--- config.mk ---
export PLATFORM = sky130hd
export DESIGN_NAME = alu_op_sequencer
export DESIGN_NICKNAME = d
export VERILOG_FILES = /design/src/rtl/alu_seq_pkg.sv /design/src/rtl/alu_seq_timer.sv /design/src/rtl/alu_op_sequencer.sv
export SDC_FILE = /design/constraint.sdc
export NUM_CORES = 1
export LEC_CHECK = 0
export ABC_AREA = 1
export CAP_MARGIN = 20
export CORE_MARGIN = 5
export CORE_UTILIZATION = 42
export DETAILED_ROUTE_END_ITERATION = 16
export PLACE_DENSITY = 0.82
export SYNTH_ARGS = -nofsm -noshare
export SYNTH_HDL_FRONTEND = slang
export SYNTH_SLANG_ARGS = --single-unit
--- constraint.sdc ---
create_clock -name clk -period 1.43 [get_ports clk]
set_input_delay 0.3575 -clock clk [delete_from_list [all_inputs] [get_ports clk]]
set_output_delay 0.3575 -clock clk [all_outputs]
set_load 0.05 [all_outputs]
--- src/rtl/alu_seq_pkg.sv ---
// Shared types and defaults for the ALU operand sequencer.
package alu_seq_pkg;

  localparam int unsigned DefW    = 8;
  localparam int unsigned DefSelW = 3;
  localparam int unsigned TimerW  = 4;

  typedef enum logic [1:0] {
    StIdle,
    StGetB,
    StExec,
    StDone
  } state_e;

endpackage

--- src/rtl/alu_seq_timer.sv ---
// Loadable down-counter that times how long the ALU inputs are held stable.
module alu_seq_timer
  import alu_seq_pkg::*;
#(
  parameter int unsigned TW = TimerW
) (
  input  logic          clk,
  input  logic          rst_n,
  input  logic          ena,
  input  logic          load,
  input  logic [TW-1:0] load_val,
  input  logic          run,
  output logic          done
);

  logic [TW-1:0] r_count;

  // Pulses on the last enabled cycle of the run, so ena=0 stretches the window.
  assign done = run & ena & (r_count == '0);

  always_ff @(posedge clk or negedge rst_n) begin
    if (!rst_n) begin
      r_count <= '0;
    end else if (ena) begin
      if (load) begin
        r_count <= load_val;
      end else if (run && (r_count != '0)) begin
        r_count <= r_count - 1'b1;
      end
    end
  end

endmodule

--- src/rtl/alu_op_sequencer.sv ---
// Loads A/B over a byte handshake, holds them on the ALU for EXEC_CYCLES, captures R/Cout.
module alu_op_sequencer
  import alu_seq_pkg::*;
#(
  parameter int unsigned W           = DefW,
  parameter int unsigned SEL_W       = DefSelW,
  parameter int unsigned EXEC_CYCLES = 1
) (
  input  logic             clk,
  input  logic             rst_n,
  input  logic             ena,
  input  logic [W-1:0]     din,
  input  logic             din_valid,
  output logic             din_ready,
  input  logic [SEL_W-1:0] op_sel,
  input  logic             cin_in,
  input  logic             chain,
  output logic [W-1:0]     alu_a,
  output logic [W-1:0]     alu_b,
  output logic [SEL_W-1:0] alu_sel,
  output logic             alu_cin,
  input  logic [W-1:0]     alu_r,
  input  logic             alu_cout,
  output logic [W-1:0]     res,
  output logic             res_cout,
  output logic             res_valid,
  input  logic             res_ack,
  output logic             busy,
  output logic [7:0]       op_count
);

  state_e           r_state;
  state_e           w_state_next;
  logic [W-1:0]     r_alu_a;
  logic [W-1:0]     r_alu_b;
  logic [SEL_W-1:0] r_alu_sel;
  logic             r_alu_cin;
  logic [W-1:0]     r_res;
  logic             r_res_cout;
  logic [7:0]       r_op_count;
  logic             w_xfer;
  logic             w_load;
  logic             w_timer_done;

  assign din_ready = (r_state == StIdle) || (r_state == StGetB);
  assign w_xfer    = din_valid & din_ready & ena;
  // The timer is armed on whichever byte completes the operand pair.
  assign w_load    = w_xfer & ((r_state == StGetB) || ((r_state == StIdle) && chain));

  alu_seq_timer #(
    .TW(TimerW)
  ) u_timer (
    .clk     (clk),
    .rst_n   (rst_n),
    .ena     (ena),
    .load    (w_load),
    .load_val(TimerW'(EXEC_CYCLES - 1)),
    .run     (r_state == StExec),
    .done    (w_timer_done)
  );

  always_comb begin
    w_state_next = r_state;
    unique case (r_state)
      StIdle:  if (w_xfer) w_state_next = chain ? StExec : StGetB;
      StGetB:  if (w_xfer) w_state_next = StExec;
      StExec:  if (w_timer_done) w_state_next = StDone;
      StDone:  if (res_ack && ena) w_state_next = StIdle;
      default: w_state_next = StIdle;
    endcase
  end

  always_ff @(posedge clk or negedge rst_n) begin
    if (!rst_n) begin
      r_state <= StIdle;
    end else begin
      r_state <= w_state_next;
    end
  end

  always_ff @(posedge clk or negedge rst_n) begin
    if (!rst_n) begin
      r_alu_a    <= '0;
      r_alu_b    <= '0;
      r_alu_sel  <= '0;
      r_alu_cin  <= 1'b0;
      r_res      <= '0;
      r_res_cout <= 1'b0;
      r_op_count <= '0;
    end else if (ena) begin
      if (w_xfer && (r_state == StIdle)) begin
        r_alu_sel <= op_sel;
        if (chain) begin
          // Chain: previous result and carry become A/Cin for multi-byte accumulate.
          r_alu_b   <= din;
          r_alu_a   <= r_res;
          r_alu_cin <= r_res_cout;
        end else begin
          r_alu_a   <= din;
          r_alu_cin <= cin_in;
        end
      end
      if (w_xfer && (r_state == StGetB)) begin
        r_alu_b <= din;
      end
      if (w_timer_done) begin
        r_res      <= alu_r;
        r_res_cout <= alu_cout;
        r_op_count <= r_op_count + 8'd1;
      end
    end
  end

  assign alu_a     = r_alu_a;
  assign alu_b     = r_alu_b;
  assign alu_sel   = r_alu_sel;
  assign alu_cin   = r_alu_cin;
  assign res       = r_res;
  assign res_cout  = r_res_cout;
  assign res_valid = (r_state == StDone);
  assign busy      = (r_state != StIdle);
  assign op_count  = r_op_count;

endmodule

==> run summary <==
Final Cycle Share -> 113%
CTS tree -> done
Mapped Nets -> 290
DR vias -> 2343
Vias per cell -> 5.42
Setup TNS -> -4.43 ns
CP cell instances -> inv_2 -> ha_4 -> inv_6 -> nand2_8 -> buf_4 -> buf_6 -> nand3_4 -> nand2_4 -> buf_6 -> o21ai_2
Clock Power Share -> 8.1%
CP max-delay cell -> dfrtp_1
First-pass GRT wire length -> 10.9 mm
Final net count -> 395
Clock Skew -> 0.00609 ns
Pwr/cell area -> 2480 nW/µm²
Reg area -> 1080 µm²
Drt drc -> 0
Avg Cell Area, Syn -> 8.31 µm²
Fill cells -> 265
Wire per inst -> 20.0 µm
Clk slew on worst S/H paths -> 0.09 ns
P_sw -> 4780 µW
DRT antenna net count -> 0
Final RePlAce weighted congestion -> 0.794
Core region area -> 5010 µm²
Static Leak -> 0.00188 µW
Levels on crit path -> 10
Post-layout min period -> 1.62 ns
Final WL -> 8.64 mm
CP required -> 1.67 ns
Status -> complete, but fails checks
Clk root buf -> clkbuf_8
Cell Int Power -> 5110 µW
Sequential Power Share -> 25.1%
Share of post-route cells with drive strength above 1 -> 44.8%
Failing checks -> negative setup slack
# diodes -> 0
Gr ovfl total -> 0
DRT iter0 DRCs -> 282
Max-slew headroom -> 72.1%
All-Layer GR Usage -> 22.2%
Vias in the first global route -> 2197
Multi-input logic area -> 1150 µm²
Final Max Slew Viols -> 0
Worst R2R Path Depth -> 10
Endpoints failing setup -> 42
Clock Tree Buf Depth -> 2
Final hold violations -> 0
Die X -> 81.2 µm
Initial antenna violation count -> 0
Overall Power -> 9890 µW
Seq/Total Area, Yosys -> 50.6%
Final core utilization -> 79.7%
Initial Utilization -> 42.5%
Full die area -> 6590 µm²
Yosys warns -> 0
Worst-Margin Slew -> 0.414 ns
PnR worst setup slack -> -0.193 ns
HP Class -> primary input to async pin
Synth Register Bits -> 43
# rows -> 26
Cell variety after synth -> 25
CP Launch Type -> register
Critical path class -> register to register
Logic pwr share -> 66.8%
Sw Ratio -> 48.3%
Largest net degree at the start of global routing -> 44
Clock H-tree levels -> 2
IO Port Bufs -> 66
Most frequent cells in the layout -> 70 x nand2_1, 42 x buf_12, 40 x dfrtp_1
F_max -> 0.616 GHz
# IOs -> 67
Worst skew pair latency -> 0.31 ns
Dpl hpwl -> 4.38 mm
Crit end category -> register
Max-cap violation count -> 0
DIE HEIGHT -> 81.2 µm
RSZ-0062 raised after global routing -> true
Area delta synth->final -> 87.7%
Critical path buffers and inverters -> 5
Delay-heaviest family, CP -> buffers and inverters
Fin Hold WS -> 0.0110 ns
Crit path arrival time -> 1.86 ns
Gate count after technology mapping -> 256
TritonCTS sink count -> 43
CP Max Fanout -> 8
Max VDD drop -> 1.67 mV
CTS Buf Count -> 5
Drt first pass iters -> 5
Most common cell after layout, fill and taps aside -> nand2_1
Most frequent CP cell -> buf_6
Critical path's largest stage delay -> 0.40 ns
Area of the mapped netlist -> 2130 µm²
-- cell families (layout without fill, tap and decap cells) --
| logic type | count (synthesis) | in the layout | synth area share (%) |
|---|---|---|---|
| XOR/XNOR | 2 | 2 | 1.18 |
| flip-flops | 43 | 43 | 50.6 |
| AND/OR/NAND/NOR | 130 | 130 | 26.7 |
| buffers and inverters | 39 | 145 | 8.94 |
| AO/OA/AOI/OAI | 35 | 35 | 8.47 |
| adder cells (fa/ha/maj) | 7 | 7 | 4.12 |
-- cell usage after synthesis, drive strengths merged --
cell    instances  area share (%)
o21ai          33             7.8
buf             7             3.3
xnor2           1            0.76
dfrtp          43              51
ha              7             4.1
inv            32             5.6
xor2            1            0.41
o21a            1            0.35
a21boi          1            0.35
nand3b          2            0.71
nand3          12             3.5
nand4           1            0.29
nand2         103              19
nor3            1            0.24
nor2           11             3.2
-- stage by stage --
stage,worst slack [ns],instance area (µm²),instances
after floorplan,0.00977,2150,256
after global placement,-0.256,3360,401
after detailed placement,-0.278,3360,401
after CTS,-0.185,3660,421
after global routing,-0.241,3990,432
final,-0.193,3990,432
-- what timing repair did --
| action | CTS | global route |
|---|---|---|
| pin swaps | 6 | 26 |
| buffers inserted | 12 | 8 |
| cloned | 0 | 4 |
| endpoints found under the hold margin | 0 | 0 |
| gates resized for setup | 32 | 78 |
| hold buffers | 0 | 0 |
| endpoints found under the setup margin | 27 | 46 |
-- area by class of cell --
cell class	count	area share, %
clock inverters	2	0.313
clock buffers	6	1.82
repair inverters	3	0.783
flip-flops and latches	43	27.0
repair buffers	102	35.5
well taps	70	2.19
multi-input cells	174	28.8
inverters	32	3.51
-- power by group through the flow --
stage	Clock [µW]	Sequential [µW]	Combinational, µW
after floorplan	0	3510	1440
final	801	2480	6610
after global routing	841	2510	6880
after global placement	0	2320	5240
after CTS	775	2350	5830
after detailed placement	0	2350	5360
-- worst paths after layout --
check                            from                 end  slack, ns
setup / recovery           r_state[1]  u_timer.r_count[0]      -0.19
hold / removal                  rst_n            res_cout       0.01
setup reg to reg           r_state[1]  u_timer.r_count[0]      -0.19
hold reg to reg              alu_b[7]            alu_b[7]       0.55
max in group asynchronous       rst_n         op_count[0]       1.19
min in group clk             alu_b[7]            alu_b[7]       0.55
-- flip-flops by register name, indices dropped and copies added (netlist names) --
register / flops
alu_a: 8
alu_b: 8
alu_cin: 1
alu_sel: 3
op_count: 8
r_state: 2
res: 8
res_cout: 1
u_timer.r_count: 4
-- routing by layer --
| layer | vias up | routed length [µm] | GRT usage (%) |
|---|---|---|---|
| met5 | - | 0 | 0 |
| met4 | 0 | 423 | 13.7 |
| met3 | 43 | 626 | 4.88 |
| met2 | 169 | 4530 | 39.6 |
| met1 | 1120 | 3060 | 23.8 |
| li1 | 1011 | - | - |
(Power assumes the default switching activity.)
